**src/rtl/scroll_sequencer.sv**
```systemverilog
// scroll_sequencer
//   Controller for the eight-digit scroller. It sequences switch-entry
//   programming of up to 2**MSG_AW 32-bit messages, written as low and high
//   16-bit halves. It then plays the stored messages back in order. Each
//   message is shown for ROT_PER_MSG full rotations, and playback can be
//   paused and resumed.
//
// Ports
//   clk         system clock
//   rst_n       asynchronous active-low reset
//   prog_btn    pulse: start programming / commit current half (wins over run_btn)
//   run_btn     pulse: abort-and-play / pause / resume
//   shift_tick  pulse at scroll rate
//   wea         port-A write enable, one cycle per committed half
//   addra       port-A address {wr_idx, half}, half 0 = low 16 bits
//   addrb       port-B address (message being read)
//   load_en     one-cycle parallel load of the shift register
//   shift_en    rotate shift register (combinational, gated by shift_tick)
//   disp_src    0 = shift register, 1 = switches low digits, 2 = switches high digits
//   cur_msg     message index being written (PROG states) or shown
//   busy        high in every state except IDLE
module scroll_sequencer #(
  parameter int MSG_AW      = 2,
  parameter int ROT_PER_MSG = 2,
  parameter int BRAM_LAT    = 1
) (
  input  logic              clk,
  input  logic              rst_n,
  input  logic              prog_btn,
  input  logic              run_btn,
  input  logic              shift_tick,
  output logic              wea,
  output logic [MSG_AW:0]   addra,
  output logic [MSG_AW-1:0] addrb,
  output logic              load_en,
  output logic              shift_en,
  output logic [1:0]        disp_src,
  output logic [MSG_AW-1:0] cur_msg,
  output logic              busy
);

  localparam int TCW = $clog2(8 * ROT_PER_MSG);
  localparam int WCW = (BRAM_LAT > 1) ? $clog2(BRAM_LAT) : 1;
  localparam logic [TCW-1:0]    TICK_LAST = TCW'(8 * ROT_PER_MSG - 1);
  localparam logic [WCW-1:0]    WAIT_LAST = WCW'(BRAM_LAT - 1);
  localparam logic [MSG_AW-1:0] LAST_IDX  = {MSG_AW{1'b1}};

  typedef enum logic [2:0] {
    S_IDLE, S_PROG_LO, S_PROG_HI, S_RD_WAIT, S_LOAD, S_SCROLL, S_PAUSE
  } state_t;

  state_t              state_q, state_d;
  logic [MSG_AW-1:0]   wr_idx_q, wr_idx_d;
  logic [MSG_AW-1:0]   rd_idx_q, rd_idx_d;
  logic [MSG_AW:0]     msg_cnt_q, msg_cnt_d;
  logic [TCW-1:0]      tick_cnt_q, tick_cnt_d;
  logic [WCW-1:0]      wait_cnt_q, wait_cnt_d;
  logic                wea_q, wea_d;
  logic [MSG_AW:0]     addra_q, addra_d;
  logic [MSG_AW-1:0]   addrb_q, addrb_d;
  logic                load_en_q, load_en_d;
  logic [1:0]          disp_src_q, disp_src_d;

  // prog_btn has priority: a simultaneous run_btn is simply dropped.
  logic prog_p, run_p, final_tick;
  assign prog_p     = prog_btn;
  assign run_p      = run_btn & ~prog_btn;
  assign final_tick = shift_tick && (tick_cnt_q == TICK_LAST);

  always_ff @(posedge clk or negedge rst_n) begin
    if (!rst_n) begin
      state_q    <= S_IDLE;
      wr_idx_q   <= '0;
      rd_idx_q   <= '0;
      msg_cnt_q  <= '0;
      tick_cnt_q <= '0;
      wait_cnt_q <= '0;
      wea_q      <= 1'b0;
      addra_q    <= '0;
      addrb_q    <= '0;
      load_en_q  <= 1'b0;
      disp_src_q <= 2'd0;
    end else begin
      state_q    <= state_d;
      wr_idx_q   <= wr_idx_d;
      rd_idx_q   <= rd_idx_d;
      msg_cnt_q  <= msg_cnt_d;
      tick_cnt_q <= tick_cnt_d;
      wait_cnt_q <= wait_cnt_d;
      wea_q      <= wea_d;
      addra_q    <= addra_d;
      addrb_q    <= addrb_d;
      load_en_q  <= load_en_d;
      disp_src_q <= disp_src_d;
    end
  end

  always_comb begin
    state_d    = state_q;
    wr_idx_d   = wr_idx_q;
    rd_idx_d   = rd_idx_q;
    msg_cnt_d  = msg_cnt_q;
    tick_cnt_d = tick_cnt_q;
    wait_cnt_d = wait_cnt_q;
    wea_d      = 1'b0;
    addra_d    = addra_q;
    addrb_d    = addrb_q;

    case (state_q)
      S_IDLE: begin
        if (prog_p) begin
          state_d   = S_PROG_LO;
          wr_idx_d  = '0;
          msg_cnt_d = '0;
        end else if (run_p && msg_cnt_q != '0) begin
          state_d  = S_RD_WAIT;
          rd_idx_d = '0;
        end
      end

      S_PROG_LO, S_PROG_HI: begin
        if (prog_p) begin
          wea_d   = 1'b1;
          addra_d = {wr_idx_q, (state_q == S_PROG_HI)};
          if (state_q == S_PROG_LO) begin
            state_d = S_PROG_HI;
          end else begin
            msg_cnt_d = {1'b0, wr_idx_q} + (MSG_AW+1)'(1);
            if (wr_idx_q == LAST_IDX) begin
              state_d  = S_RD_WAIT;
              rd_idx_d = '0;
            end else begin
              wr_idx_d = wr_idx_q + MSG_AW'(1);
              state_d  = S_PROG_LO;
            end
          end
        end else if (run_p) begin
          // Abort: msg_cnt only counts completed messages, so the
          // half-written one is discarded automatically.
          if (msg_cnt_q != '0) begin
            state_d  = S_RD_WAIT;
            rd_idx_d = '0;
          end else begin
            state_d = S_IDLE;
          end
        end
      end

      S_RD_WAIT: begin
        if (wait_cnt_q == WAIT_LAST) state_d = S_LOAD;
        else                         wait_cnt_d = wait_cnt_q + WCW'(1);
      end

      S_LOAD: begin
        tick_cnt_d = '0;
        state_d    = S_SCROLL;
      end

      S_SCROLL: begin
        if (prog_p) begin
          state_d   = S_PROG_LO;
          wr_idx_d  = '0;
          msg_cnt_d = '0;
        end else if (final_tick) begin
          // The display has just returned to its load position. A run_btn
          // landing on this exact tick is dropped so the period completes.
          state_d = S_RD_WAIT;
          if (({1'b0, rd_idx_q} + (MSG_AW+1)'(1)) == msg_cnt_q) rd_idx_d = '0;
          else                                                  rd_idx_d = rd_idx_q + MSG_AW'(1);
        end else begin
          // Count every tick that actually rotates the register, even one
          // arriving with run_btn, so the count tracks the display.
          if (shift_tick) tick_cnt_d = tick_cnt_q + TCW'(1);
          if (run_p)      state_d    = S_PAUSE;
        end
      end

      S_PAUSE: begin
        if (prog_p) begin
          state_d   = S_PROG_LO;
          wr_idx_d  = '0;
          msg_cnt_d = '0;
        end else if (run_p) begin
          state_d = S_SCROLL;
        end
      end

      default: state_d = S_IDLE;
    endcase

    // Port-B address is latched on entry to RD_WAIT; the wait counter
    // restarts so LOAD lands exactly BRAM_LAT cycles after the address.
    if (state_d == S_RD_WAIT && state_q != S_RD_WAIT) begin
      addrb_d    = rd_idx_d;
      wait_cnt_d = '0;
    end
  end

  // Registered decodes of the next state keep these outputs aligned with
  // the state they belong to.
  always_comb begin
    load_en_d = (state_d == S_LOAD);
    case (state_d)
      S_PROG_LO: disp_src_d = 2'd1;
      S_PROG_HI: disp_src_d = 2'd2;
      default:   disp_src_d = 2'd0;
    endcase
  end

  assign wea      = wea_q;
  assign addra    = addra_q;
  assign addrb    = addrb_q;
  assign load_en  = load_en_q;
  assign disp_src = disp_src_q;
  assign shift_en = (state_q == S_SCROLL) && shift_tick;
  assign busy     = (state_q != S_IDLE);
  assign cur_msg  = (state_q == S_PROG_LO || state_q == S_PROG_HI) ? wr_idx_q : rd_idx_q;

endmodule

```
**config.mk**
```make
export PLATFORM = sky130hd
export DESIGN_NAME = scroll_sequencer
export DESIGN_NICKNAME = d
export VERILOG_FILES = /design/src/rtl/scroll_sequencer.sv
export SDC_FILE = /design/constraint.sdc
export NUM_CORES = 1
export LEC_CHECK = 0
export CAP_MARGIN = 15
export CORE_MARGIN = 2
export CORE_UTILIZATION = 58
export DETAILED_ROUTE_END_ITERATION = 16
export MAX_ROUTING_LAYER = met4
export PLACE_DENSITY = 0.81
export SYNTH_ARGS = -nofsm -noshare
export SYNTH_HDL_FRONTEND = slang
export SYNTH_SLANG_ARGS = --single-unit
```
**constraint.sdc**
```tcl
create_clock -name clk -period 4 [get_ports clk]
set_clock_uncertainty 0.2 [all_clocks]
set_input_delay 0.8 -clock clk [delete_from_list [all_inputs] [get_ports clk]]
set_output_delay 0.8 -clock clk [all_outputs]
set_load 0.05 [all_outputs]
```
==> flow_metrics.py, run 1 <==
metrics = {
    "logic_synthesis": {
        "synth-main-ff-cell": "dfrtp_1",
        "ys_top_cells_by_count": "dfrtp_1 (23), nand2_1 (14), a22o_1 (8), o21ai_0 (8)",
        "synth_top_family_by_area": "simple AND/OR/NAND/NOR gates",
        "synth_xor_area_share_pct": 2.58,
        "synth_top_area_share_pct": 42.4,
        "synthAdderAreaFrac_pct": 2.76,
        "synth_warnings": 0,
        "synth-simple-area-share_pct": 24.3,
        "synthCells": 137,
        "synth.avg_cell_area_um2": 9.92,
        "synth_seq_area_share_pct": 42.4,
        "syn-num-nets": 145,
        "synth-compound-area-share_pct": 19.6,
        "synth_top_area_cell": "dfrtp_1",
        "netlist_area_um2": 1360,
        "synth-edff-count": 0,
        "synth_most_common_cell": "dfrtp_1",
        "synth_cell_types": 44,
        "ys_seq_elements": 23,
        "synthArstFlopShare_pct": 100,
        "synth_area_leaders": "dfrtp_1 (42%), a22o_1 (5.2%), nand2_1 (3.9%)",
        "synth.area.mux_share_pct": 4.42,
    },
    "global_route": {
        "grt_overflow": 0,
        "grt_pass1_vias": 1079,
        "gr-usage-all-layers_pct": 23.6,
        "grt_antenna_before_repair": 0,
        "grt_pass1_wl_mm": 4.82,
        "grt_start_max_net_pins": 24,
    },
    "route": {
        "first_pass_iters": 4,
        "vias": 1113,
        "wl_per_cell_um": 14.5,
        "drc_errors": 0,
        "drtAntennaViolNets": 0,
        "viasPerCell": 6.12,
        "drt_iter0_markers": 22,
        "finalWirelength_mm": 2.64,
    },
    "final_layout": {
        "fin_cells": 182,
        "layout.area.seq_um2": 576,
        "finalCoreUtilization_pct": 71.0,
        "fin_area_um2": 1570,
        "antenna_cells": 0,
        "drive_above_1_share_pct": 16.2,
        "nFillCells": 177,
        "finalNetCount": 163,
        "multi_input_area_um2": 729,
        "syn_to_final_growth_pct": 15.7,
    },
    "placed_design": {
        "dp.cells": 178,
        "dp_hpwl_mm": 1.92,
        "gp_congestion": 0.855,
        "preCtsSetupSlack_ns": 0.670,
        "io_buffers": 17,
        "dpl_cell_area_um2": 1540,
    },
    "die": {
        "dieArea_um2": 2750,
        "ioPinCount": 18,
        "die_h_um": 52.4,
        "die_w_um": 52.4,
        "start_util_pct": 61.4,
        "rows": 17,
        "core_area_um2": 2210,
    },
    "timing": {
        "rsz0062_at_grt": "no",
        "tightestPinTransition_ns": 0.966,
        "slew_viol_final": 0,
        "hold_viol_final": 0,
        "setup_ws_ns": 0.663,
        "fin_crit_sh_pct": 83.4,
        "period_needed_ns": 3.34,
        "slew_headroom_pct": 35.4,
        "achievable-frequency_mhz": 300,
        "setup_viol": 0,
        "fin_tns_setup_ns": 0,
    },
    "setup_path": {
        "slowest_delay_ns": 0.80,
        "startpoint_type": "input pin",
        "cp_data_arrival_time_ns": 2.34,
        "critPathRequiredTime_ns": 3.00,
        "endpoint_kind": "primary output",
        "slowest_stage": "clkdlybuf4s50_1",
        "r2r-start": "state_q[2]",
        "rrSetupSlack_ns": 2.05,
        "crit_path_start": "shift_tick",
        "path_max_fanout": 4,
        "r2r_cells": 5,
        "worstPathCellList": "clkdlybuf4s50_1 > and3_1 > clkdlybuf4s50_1",
        "crit_path_end": "shift_en",
        "path_common_cell": "clkdlybuf4s50_1",
        "crit_type": "in2out",
        "reg2reg_to": "wr_idx_q[0]",
    },
    "clock_network": {
        "cts.repair.resized": 0,
        "cts-root-buf": "clkbuf_4",
        "cts_sinks": 23,
        "clk_pin_slew_worst_paths_ns": 0.12,
        "cts-buffers-inserted": 3,
        "cts_setup_buffers": 0,
        "cts.htree.levels": 1,
        "cts_tree": "done",
        "clk_latency_ns": 0.31,
        "cts_hold_buf": 0,
        "clock_path_buffers": 2,
    },
    "power": {
        "leakage_nw": 0.718,
        "p_per_area_nw_per_um2": 727,
        "ir_drop_uv": 407,
    },
    "outcome": {
        "status": "completed",
    },
    "hold_path": {
        "hold_class": "reg2reg",
    },
    "run": {
        "max_cap_violations": 0,
    },
}
-- routing by layer --
metal / vias up / share of wire (%) / global-route usage (%) / wire (um)
met1: 553 / 45 / 32.1 / 1200
li1: 536 / - / - / -
met5: - / 0 / - / 0
met2: 20 / 50 / 36.9 / 1320
met4: 0 / 1.3 / 8.12 / 34
met3: 4 / 3.1 / 2.57 / 81
-- kinds of logic (layout without fill, tap and decap cells) --
group           count (synthesis)  in the layout
buf+inv                        11             28
flops                          23             23
simple gates                   55             55
xor+xnor                        4              4
mux                             5              5
fa+ha+maj                       3              3
compound gates                 36             36
-- worst max-delay path: cells and delay by family --
| kind | cells | cell delay [ns] |
|---|---|---|
| buf+inv | 2 | 1.35 |
| simple gates | 1 | 0.18 |
-- through the flow --
stage | power (mW) | hold WS [ns]
2_1_floorplan | 0.872 | 0.277
3_3_place_gp | 1.02 | 0.259
3_5_place_dp | 1.04 | 0.271
4_1_cts | 1.15 | 0.301
5_1_grt | 1.23 | 0.332
6_report | 1.14 | 0.293
-- cell type report --
cell class              instances  area share (%)
well taps                      28            2.23
repair buffers                 19            11.8
inverters                       5            1.19
flip-flops and latches         23            36.6
clock buffers                   3            1.43
multi-input cells             103            46.4
clock inverters                 1           0.318
-- placed cells by master, fill, tap and decap left out, types with 2 or more instances in the layout --
master	instances
ha_1	3
mux2_2	4
clkbuf_4	3
o21ai_0	8
clkdlybuf4s50_1	17
nand2_1	14
nand4_1	4
inv_1	3
xnor2_1	2
nand3_1	2
nor3b_1	3
nand2b_1	4
a21o_1	2
inv_2	2
xor2_1	2
or2_1	2
a22o_1	8
and3_1	2
a21oi_1	7
nor3_2	2
nor2b_1	3
or3_1	4
nor2_1	7
buf_4	2
dfrtp_1	23
-- power breakdown --
group / switching (mW) / internal [mW]
Clock: 0.0694 / 0.0374
Sequential: 0.0707 / 0.297
Combinational: 0.404 / 0.264
Total: 0.544 / 0.598
-- worst min-delay path by stage --
| stage | from | to | cells past startpoint |
|---|---|---|---|
| 3_3_place_gp | addra[2] | addra[2] | 2 |
| 5_1_grt | addra[1] | addra[1] | 2 |
| 4_1_cts | addra[1] | addra[1] | 2 |
| 6_report | addra[1] | addra[1] | 2 |
| 3_5_place_dp | addra[1] | addra[1] | 2 |
| 2_1_floorplan | wr_idx_q[1] | addra[2] | 2 |
-- flip-flops by register name, indices dropped and copies added (netlist names) --
signal / count
msg_cnt_q: 3
addrb: 2
wr_idx_q: 2
wea: 1
tick_cnt_q: 4
addra: 3
disp_src: 2
load_en: 1
rd_idx_q: 2
state_q: 3
Power figures use the tool's default switching activity.
==> run 2, diff against run 1 <==
- CORE_UTILIZATION: 58 -> 54
- PLACE_DENSITY: 0.81 -> 0.76
- clock period: 4 -> 3.2 ns (I/O delays scaled with it)
==> flow_metrics.py, run 2 (synthesized netlist as in run 1, its figures left out) <==
metrics = {
    "die": {
        "dieArea_um2": 2930,
        "die_h_um": 54.2,
        "die_w_um": 54.2,
        "core_area_um2": 2430,
        "ioPinCount": 18,
        "rows": 18,
        "start_util_pct": 55.9,
    },
    "placed_design": {
        "preCtsSetupSlack_ns": 0.452,
        "io_buffers": 17,
        "gp_congestion": 0.846,
        "dp_hpwl_mm": 1.98,
    },
    "clock_network": {
        "cts_tree": "done",
        "clk_pin_slew_worst_paths_ns": 0.13,
        "cts_sinks": 23,
        "clk_latency_ns": 0.32,
        "cts-buffers-inserted": 3,
        "cts_hold_buf": 0,
        "cts-root-buf": "clkbuf_4",
        "cts_setup_buffers": 0,
        "clock_path_buffers": 2,
        "cts.htree.levels": 1,
        "cts.repair.resized": 0,
    },
    "setup_path": {
        "worstPathCellList": "xnor2_1 > nor2_1 > mux2_2 > clkdlybuf4s50_1",
        "slowest_delay_ns": 0.70,
        "startpoint_type": "register",
        "crit_type": "reg2out",
        "slowest_stage": "clkdlybuf4s50_1",
        "endpoint_kind": "primary output",
        "cpLargestDelayFamily": "buffers and inverters",
        "critPathRequiredTime_ns": 2.36,
        "path_max_fanout": 2,
        "cp_data_arrival_time_ns": 2.13,
        "crit_buf_inv": 1,
    },
    "run": {
        "max_cap_violations": 0,
    },
    "final_layout": {
        "regMostFlops": "tick_cnt_q",
        "largest_reg_flops": 4,
        "drive_above_1_share_pct": 17.9,
        "antenna_cells": 0,
        "syn_to_final_growth_pct": 16.8,
        "finalNetCount": 165,
        "mostFrequentLayoutCell": "dfrtp_1",
        "layout_common_cells": "dfrtp_1 (23), clkdlybuf4s50_1 (16), nand2_1 (14), o21ai_0 (8), a22o_1 (8)",
        "nFillCells": 206,
    },
    "route": {
        "first_pass_iters": 4,
        "drtAntennaViolNets": 0,
        "viasPerCell": 5.87,
        "wl_per_cell_um": 14.6,
        "drc_errors": 0,
        "finalWirelength_mm": 2.72,
        "vias": 1092,
        "drt_iter0_markers": 24,
    },
    "power": {
        "p_per_area_nw_per_um2": 914,
        "ir_drop_uv": 690,
        "leakage_nw": 0.730,
    },
    "global_route": {
        "grt_overflow": 0,
        "gr-usage-all-layers_pct": 20.6,
        "grt_start_max_net_pins": 24,
        "grt_pass1_wl_mm": 4.33,
        "grt_pass1_vias": 964,
        "grt_antenna_before_repair": 0,
    },
    "timing": {
        "rsz0062_at_grt": "no",
        "slew_viol_final": 0,
        "slew_headroom_pct": 62.2,
        "achievable-frequency_mhz": 337,
        "tightestPinTransition_ns": 0.565,
        "fin_tns_setup_ns": 0,
        "fin_crit_sh_pct": 92.7,
        "setup_ws_ns": 0.234,
        "setup_viol": 0,
        "hold_viol_final": 0,
        "period_needed_ns": 2.97,
    },
    "hold_path": {
        "hold_class": "reg2reg",
    },
    "outcome": {
        "status": "completed",
    },
}
run 2: cell types whose count changed in the layout (fill, tap and decap cells not counted), sizes merged:
cell / previous run / this run
buf: 2 / 5
clkdlybuf4s50: 17 / 16
run 2: cell type report:
class | instances | area, um2 | share of cell area [%]
flip-flops and latches | 23 | 576 | 36.3
well taps | 30 | 37.5 | 2.37
repair buffers | 21 | 198 | 12.5
clock buffers | 3 | 22.5 | 1.42
multi-input cells | 103 | 729 | 46.0
inverters | 5 | 18.8 | 1.18
clock inverters | 1 | 5.00 | 0.315
run 2: final timing paths:
check | startpoint | end | slack, ns | cells after the start
setup / recovery | state_q[1] | cur_msg[0] | 0.23 | 4
hold / removal | addra[2] | addra[2] | 0.29 | 2
setup reg to reg | state_q[2] | disp_src[0] | 1.18 | 5
hold reg to reg | addra[2] | addra[2] | 0.29 | 2
max in group asynchronous | rst_n | tick_cnt_q[0] | 2.12 | 2
min in group asynchronous | rst_n | msg_cnt_q[1] | 0.46 | 2
run 2: worst reg2reg max path: stages, from the launching register on:
cell and delay [ns]:
dfrtp_1 0.45, buf_4 0.20, o41ai_1 0.46, a21oi_1 0.12, or3_4 0.36, nor3b_1 0.15
run 2: metrics by stage:
step / instance area [um2] / hold WS, ns / power (mW) / util (%) / instances
CTS: 1590 / 0.299 / 1.45 / 65.2 / 186
floorplan: 1360 / 0.144 / 1.09 / - / 137
global route: 1590 / 0.323 / 1.54 / 65.2 / 186
detailed placement: 1560 / 0.266 / 1.31 / 64.1 / 182
global placement: 1560 / 0.259 / 1.30 / 64.1 / 182
finish: 1590 / 0.295 / 1.45 / 65.2 / 186
run 2: report_power, final:
group / switching [mW] / total (mW) / internal (mW) / leakage [nW]
combinational: 0.525 / 0.863 / 0.337 / 0.405
clock: 0.0940 / 0.141 / 0.0468 / 0.0177
sequential: 0.0750 / 0.447 / 0.372 / 0.307
total: 0.694 / 1.45 / 0.756 / 0.730
run 2: per-layer routing:
layer	vias up	GRT usage, %	routed length [um]
met2	21	33.7	1320
met5	-	-	0
met1	529	27.0	1300
met3	2	3.33	88
met4	0	3.75	9
li1	540	-	-
